File: src/rtl/iq_pkg.sv
// rtl/iq_pkg.sv - instruction record type and default sizing shared by the instruction queue
package iq_pkg;

    localparam int IQ_DEPTH = 16;
    localparam int IQ_IN_W  = 2;
    localparam int IQ_OUT_W = 2;

    typedef struct packed {
        logic [31:0] pc;
        logic [31:0] inst;
        logic        is_br;
        logic        is_j;
        logic        is_ds;
    } inst_t;

    function automatic int unsigned popcnt(input logic [31:0] v);
        int unsigned n;
        n = 0;
        for (int i = 0; i < 32; i++) begin
            n = n + 32'(v[i]);
        end
        return n;
    endfunction

endpackage

File: src/rtl/iq_dispatch_sel.sv
// rtl/iq_dispatch_sel.sv - forms the decode bundle from the oldest entries, keeping each branch with its delay slot
module iq_dispatch_sel
    import iq_pkg::*;
#(
    parameter int OUT_W = IQ_OUT_W
) (
    input  inst_t [OUT_W-1:0] ent_i,
    input  logic  [OUT_W-1:0] loaded_i,
    output inst_t [OUT_W-1:0] inst_o,
    output logic  [OUT_W-1:0] valid_o
);

    // Extra zero bit lets the last lane look one entry ahead without a range check.
    logic [OUT_W:0] loaded_ext;
    logic           stop;
    logic           ds_pend;

    assign loaded_ext = {1'b0, loaded_i};

    always_comb begin
        stop    = 1'b0;
        ds_pend = 1'b0;
        valid_o = '0;
        inst_o  = ent_i;
        for (int j = 0; j < OUT_W; j++) begin
            inst_o[j].is_ds = 1'b0;
            if (!stop && loaded_ext[j]) begin
                if (ds_pend) begin
                    valid_o[j]      = 1'b1;
                    inst_o[j].is_ds = 1'b1;
                    stop            = 1'b1;
                end else if (ent_i[j].is_br || ent_i[j].is_j) begin
                    if (loaded_ext[j+1]) begin
                        valid_o[j] = 1'b1;
                        ds_pend    = 1'b1;
                    end else begin
                        stop = 1'b1;
                    end
                end else begin
                    valid_o[j] = 1'b1;
                end
            end else begin
                stop = 1'b1;
            end
        end
    end

endmodule

File: src/rtl/inst_queue.sv
// rtl/inst_queue.sv - fetch-to-decode instruction queue; define IQ_BYPASS_EN for empty-queue same-cycle bypass
module inst_queue
    import iq_pkg::*;
#(
    parameter int DEPTH = IQ_DEPTH,
    parameter int IN_W  = IQ_IN_W,
    parameter int OUT_W = IQ_OUT_W
) (
    input  logic                    clk,
    input  logic                    rst,
    input  logic                    flush,
    input  logic  [IN_W-1:0]        in_valid,
    input  inst_t [IN_W-1:0]        in_inst,
    output logic                    pause_req,
    input  logic                    out_ready,
    output logic  [OUT_W-1:0]       out_valid,
    output inst_t [OUT_W-1:0]       out_inst,
    output logic  [$clog2(DEPTH):0] count
);

    localparam int IW = $clog2(DEPTH);
    localparam int PW = IW + 1;
    localparam int MW = (IN_W > OUT_W) ? IN_W : OUT_W;

    inst_t             mem_q [DEPTH];
    logic [PW-1:0]     head_q, head_d, tail_q, tail_d, count_q, count_d;
    inst_t [MW-1:0]    comp;
    logic [PW-1:0]     n_in, n_skip, n_enq, n_ret;
    inst_t [OUT_W-1:0] st_ent, st_inst, sel_inst;
    logic [OUT_W-1:0]  st_loaded, st_valid, sel_valid;
    logic              kill;

    assign count     = count_q;
    assign kill      = rst || flush;
    assign pause_req = (DEPTH - int'(count_q)) < IN_W;

    // Valid lanes packed down to slots 0..n_in-1, preserving lane order.
    always_comb begin
        int cnt;
        comp = '0;
        for (int k = 0; k < IN_W; k++) begin
            cnt = 0;
            for (int l = 0; l < IN_W; l++) begin
                if (in_valid[l]) begin
                    if (cnt == k) comp[k] = in_inst[l];
                    cnt = cnt + 1;
                end
            end
        end
    end

    assign n_in = PW'(popcnt(32'(in_valid)));

    always_comb begin
        for (int i = 0; i < OUT_W; i++) begin
            st_ent[i]    = mem_q[IW'(head_q[IW-1:0] + IW'(i))];
            st_loaded[i] = PW'(i) < count_q;
        end
    end

    iq_dispatch_sel #(.OUT_W(OUT_W)) u_sel_st (
        .ent_i    (st_ent),
        .loaded_i (st_loaded),
        .inst_o   (st_inst),
        .valid_o  (st_valid)
    );

`ifdef IQ_BYPASS_EN
    inst_t [OUT_W-1:0] by_ent, by_inst;
    logic [OUT_W-1:0]  by_loaded, by_valid;
    logic              bypass;

    always_comb begin
        for (int i = 0; i < OUT_W; i++) begin
            by_ent[i]    = comp[i];
            by_loaded[i] = PW'(i) < n_in;
        end
    end

    iq_dispatch_sel #(.OUT_W(OUT_W)) u_sel_by (
        .ent_i    (by_ent),
        .loaded_i (by_loaded),
        .inst_o   (by_inst),
        .valid_o  (by_valid)
    );

    // Lanes consumed straight from fetch are skipped when writing storage.
    assign bypass    = (count_q == '0) && out_ready && !pause_req && !kill;
    assign n_skip    = bypass ? PW'(popcnt(32'(by_valid))) : '0;
    assign sel_valid = bypass ? by_valid : st_valid;
    assign sel_inst  = bypass ? by_inst  : st_inst;
`else
    assign n_skip    = '0;
    assign sel_valid = st_valid;
    assign sel_inst  = st_inst;
`endif

    assign out_valid = sel_valid & {OUT_W{!kill}};
    assign out_inst  = sel_inst;

    assign n_enq = pause_req ? '0 : (n_in - n_skip);
    assign n_ret = (out_ready && !kill) ? PW'(popcnt(32'(st_valid))) : '0;

    always_comb begin
        head_d  = head_q + n_ret;
        tail_d  = tail_q + n_enq;
        count_d = count_q + n_enq - n_ret;
        if (kill) begin
            head_d  = '0;
            tail_d  = '0;
            count_d = '0;
        end
    end

    always_ff @(posedge clk) begin
        if (rst) begin
            head_q  <= '0;
            tail_q  <= '0;
            count_q <= '0;
        end else begin
            head_q  <= head_d;
            tail_q  <= tail_d;
            count_q <= count_d;
        end
    end

    always_ff @(posedge clk) begin
        if (!kill) begin
            for (int k = 0; k < IN_W; k++) begin
                if (PW'(k) >= n_skip && PW'(k) < n_skip + n_enq) begin
                    mem_q[IW'(tail_q[IW-1:0] + IW'(k) - n_skip[IW-1:0])] <= comp[k];
                end
            end
        end
    end

endmodule

File: config.mk
export PLATFORM = sky130hd
export DESIGN_NAME = inst_queue
export DESIGN_NICKNAME = d
export VERILOG_FILES = /design/src/rtl/iq_pkg.sv /design/src/rtl/iq_dispatch_sel.sv /design/src/rtl/inst_queue.sv
export SDC_FILE = /design/constraint.sdc
export NUM_CORES = 2
export LEC_CHECK = 0
export ABC_AREA = 1
export ABC_CLOCK_PERIOD_IN_PS = 8400
export CORE_UTILIZATION = 35
export DETAILED_ROUTE_END_ITERATION = 8
export PLACE_DENSITY = 0.62
export SLEW_MARGIN = 20
export SYNTH_ARGS = -nofsm -noshare
export SYNTH_HDL_FRONTEND = slang
export SYNTH_SLANG_ARGS = --single-unit
File: constraint.sdc
create_clock -name clk -period 8.4 [get_ports clk]
set_input_delay 2.52 -clock clk [delete_from_list [all_inputs] [get_ports clk]]
set_output_delay 2.52 -clock clk [all_outputs]
set_load 0.1 [all_outputs]
After elaboration in Yosys (flattened, before gate mapping)

Memory sizes are Yosys's and may differ from the RTL's. A register that Yosys moved wholly into a read port is not among the register bits.
Index checks and enable logic that the tools add are counted.
W data, S select, Z words.

Shift-type cells: 0
Bitwise operators: 1
Reductions and logical operators: 9
$add $sub $neg: 9
Multiplexer cells: 28
Multiply operators: 0
Eq/ne operators: 1
Divide/modulo/power cells: 0
Magnitude comparators: 5

Operators with widths:

| kind                  | number |
|---|---|
| $mux W67              | 5 |
| $eq A32 B2 Y1 const B | 1 |
| $logic_not A32 Y1     | 1 |
| $mux W1               | 20 |
| $add A5 B2 Y5         | 3 |
| $lt A1 B5 Y1 const A  | 2 |
| $add A4 B1 Y4 const B | 2 |
| $lt A6 B3 Y1 const B  | 1 |
| $sub A5 B5 Y6 const A | 1 |
| $sub A5 B2 Y5         | 1 |
| $add A1 B1 Y2         | 2 |
| $lt A1 B2 Y1 const A  | 2 |
| $mux W2               | 2 |
| $mux W4               | 1 |
| $logic_or A1 B1 Y1    | 3 |
| $and A2 B2 Y2         | 1 |
| $logic_and A1 B1 Y1   | 2 |
| $logic_not A1 Y1      | 2 |
| $reduce_or A2 Y1      | 1 |

Bits in registers: 15
Output and inout port bits: 142
Memories: 1
Latch bits: 0
ROM bits: 0
RAM bits: 1072
Input bits: 140

Memories:

| memory | depth | bits a word | rd ports | clocked after memory_dff | write ports | line             | text |
|---|---|---|---|---|---|---|---|
| mem_q  | 16    | 67          | 2        | 1                        | 2           | inst_queue.sv:25 | `inst_t mem_q [DEPTH];` |

Longest topological paths before layout

Depth after elaboration: 11
Depth in mapped cells: 24
Mapped depth without buffers: 22

Hierarchy

From an unflattened synthesis, not the netlist that was laid out.

Cells, all modules: 8075
Area total of the unflattened synthesis: 65713.0 um2

Modules (own cells, without submodules):

| module          | instances | area an instance (um2) | cells each | sequential area each (um2) |
|---|---|---|---|---|
| inst_queue      | 1         | 64673.3                | 7932       | 32451.1 |
| iq_dispatch_sel | 1         | 1039.7                 | 143        | 0.0 |

Worst setup path before layout

Ideal clock, no wire load.

Path type: register -> output
Start: register head_q[1]
End: output out_valid[1]
Cell stages (with the launch flop): 13
Arrival: 4675 ps
Setup slack: 1205 ps
Required time: 5880 ps
Cell sequence: dfxtp_1 > buf_2 > nand2_1 > clkinv_1 > nand2_1 > nor2_1 > nor2_1 > nand2_1 > nand2_1 > nor2_1 > nor2_1 > nor2_1 > nor2_1

Word-level cells in the longest chain between the ends: 7

RTL lines:

| what                   | line                  | text |
|---|---|---|
| from (decl)            | inst_queue.sv:26      | `logic [PW-1:0] head_q, head_d, tail_q, tail_d, count_q, count_d;` |
| from (signal assigned) | inst_queue.sv:117     | `head_q <= '0;` |
| from (signal assigned) | inst_queue.sv:121     | `head_q <= head_d;` |
| $add A4 B1 Y4          | inst_queue.sv:56      | `st_ent[i] = mem_q[IW'(head_q[IW-1:0] + IW'(i))];` |
| $mem_v2 Z16 W67        | --                    |  |
| $logic_or A1 B1 Y1     | iq_dispatch_sel.sv:32 | `end else if (ent_i[j].is_br \|\| ent_i[j].is_j) begin` |
| $mux W1                | iq_dispatch_sel.sv:32 |  |
| $mux W1                | iq_dispatch_sel.sv:28 | `if (ds_pend) begin` |
| $mux W1                | iq_dispatch_sel.sv:27 | `if (!stop && loaded_ext[j]) begin` |
| $and A2 B2 Y2          | inst_queue.sv:98      | `assign out_valid = sel_valid & {OUT_W{!kill}};` |
| to (decl)              | inst_queue.sv:16      | `output logic [OUT_W-1:0] out_valid,` |

Every way passes these cells.

==> results.ini <==
[outcome]
outcome=complete, no violations

[route]
viasPerCell=5.806
dr.pass1.iters=8
num_vias=66660
drt-initial-drc-count=10700
routed_wl_um=293500
ant_nets=0
drc=0
wl_per_cell_um=25.56

[logic_synthesis]
synth_seq_area_share_pct=47.62
yosys-top-cells-area=edfxtp_1, nand2_1, o21ai_0
synth_cells=9095
synth_edf_count=1056
synth.avg_cell_area_um2=7.381
synth_cell_types=31
dominantRegCellSynth=edfxtp_1
netlist_area_um2=67130
ys_ff_latch=1069
yosys.area.top_type=edfxtp_1
yosys_warnings=0
synthArstFlopShare_pct=0
syn_nets=9255
synth_most_common_cell=nand2_1
synth_top_area_share_pct=47.24
yosys-top-cells-count=nand2_1, edfxtp_1, o21ai_0

[place]
postPlaceCellArea_um2=71280
gp_congestion=0.8504
io_buffer_count=278
place_ws_ps=1770
dpl.hpwl_um=158700

[finish]
flow.area_growth_from_synthesis_pct=12.32
fillers=18800
final_nets=9022
final_area_um2=75400
drive_gt1_share_pct=6.346

[global_routing]
grt_usage_pct=29.28
antenna_found_initial=3
grt_pass1_wl_um=414800
grt_max_degree=226
overflow=0
grt_pass1_vias=60680

[timing]
post-route-period-util_pct=89.52
max_slew_margin_pct=15.35
holdWs_ps=600.7
finalHoldViolCount=0
rsz0062_at_grt=no
setup_viol=0
tightest_slew_ps=1270
min_period_ps=7519
fmax_ghz=0.1330
skew_ps=31.59
setup_slack_ps=880.6
setup-tns-final_ps=0
drv_slew=0

[setup_path]
slowest_delay_ps=960
path_class=reg2out
r2r_start=head_q[1]$_SDFF_PP0_
path_cells=nand2_4 > nor2_2 > xor2_4 > buf_4 > o21ai_0 > o21ai_0 > buf_4
crit_fanout=36
end_kind=output port
cp.arrival_ps=5000
crit_buf_inv=2
cp.required_ps=5880
cp-startpoint=head_q[1]$_SDFF_PP0_
crit_family=compound AO/OA/AOI/OAI gates
cp-start-kind=flop
slowest_stage=o21ai_0

[die]
die_h_um=440.0
coreArea_um2=190400
die_w_um=440.0
die_area_um2=193600
start_util_pct=35.26
rows=160
ios=282

[cts]
h-tree-depth=3
cts_tree=built
cts.sinks=1069
cts_hold_buffers=0
cts_resized=0
path_clk_slew_ps=60
clk_path_buf_depth=3
clkLatencyLatePin_ps=790
cts_setup_buffers=0
cts_buffers=121
clockRootBuffer=clkbuf_16

[pwr]
ir_drop_mv=0.2000
leakagePower_nw=31.35
cellPowerDensity_nw_per_um2=205.0

[hold_path]
hp-start=tail_q[3]$_SDFF_PP0_
hold_path.class=reg2reg

[run]
drv_cap=0

cells in the final DEF (no fill, tap or decap), drive strengths merged:
cell type         n
edfxtp         1056
clkbuf          155
clkinv           56
bufinv            6
inv             579
o2111ai         128
o21ai          1095
nor3              1
buf             245
dfxtp            13
diode             5
xor2              8
nor2            548
o221ai           59
nand3           237
fa                4
xnor2             1
a21oi           580
o211ai          166
clkdlybuf4s50   204
clkinvlp          4
nand4             1
ha               16
and3              1
nand2          3801
conb              1
a211oi            1
routing by layer:
layer,up-vias,GRT usage (%),part of all wire (%)
met2,4985,46.32,44
met4,6,16.47,6.5
met5,-,0,0.022
met1,31060,37.67,36
met3,1024,5.293,13
li1,29580,-,-
cell families after synthesis:
group                    count (synthesis)  share of synthesized area, %
buffers and inverters                 1378                         8.825
AND/OR/NAND/NOR                       4589                         26.22
adder cells (fa/ha/maj)                 20                        0.4175
XOR/XNOR                                 9                        0.1174
flip-flops                            1069                         47.62
other                                    1                      0.005586
AO/OA/AOI/OAI                         2029                         16.79
report_power, final:
part	internal, mW	switching (mW)	total [mW]
sequential	6.05	0.0673	6.12
clock	2.86	2.38	5.25
combinational	0.912	3.18	4.09
stage by stage:
| step | util, % | instances | power [mW] |
|---|---|---|---|
| after floorplan | - | 9095 | 9.095 |
| after global placement | 37.41 | 11250 | 10.20 |
| after detailed placement | 37.44 | 11250 | 10.26 |
| after CTS | 39.43 | 11470 | 15.39 |
| after global routing | 39.60 | 11480 | 15.89 |
| final | 39.61 | 11480 | 15.46 |
path summary, 6_finish.rpt:
check	to	slack, ps	cells after the start
worst min register to register	tail_q[3]$_SDFF_PP0_	600	3
worst max register to register	count[4]$_SDFF_PP0_	2670	23
worst min-delay path	tail_q[3]$_SDFF_PP0_	600	3
worst max-delay path	out_inst[73]	880	7
registers in the layout (all words and copies together), names as in the netlist:
signal	count
mem_q	1056
head_q	4
count	5
tail_q	4
area by class of cell:
type / instances / area (um^2) / area share [%]
Antenna cell: 5 / 12.51 / 0.01659
Sequential cell: 1069 / 31980 / 42.41
Timing Repair Buffer: 449 / 4380 / 5.809
Multi-Input combinational cell: 6648 / 29930 / 39.69
Clock inverter: 72 / 595.6 / 0.7898
Clock buffer: 155 / 3186 / 4.225
Inverter: 573 / 2178 / 2.889
Tap cell: 2511 / 3142 / 4.167
worst reg2reg max path: cells and delay by family, from the launching register on:
family / cells / cell delay, ps
AO/OA/AOI/OAI: 4 / 440
adder cells (fa/ha/maj): 4 / 1170
buffers and inverters: 5 / 1370
flip-flops: 1 / 780
AND/OR/NAND/NOR: 10 / 1840
Power figures use the tool's default switching activity.
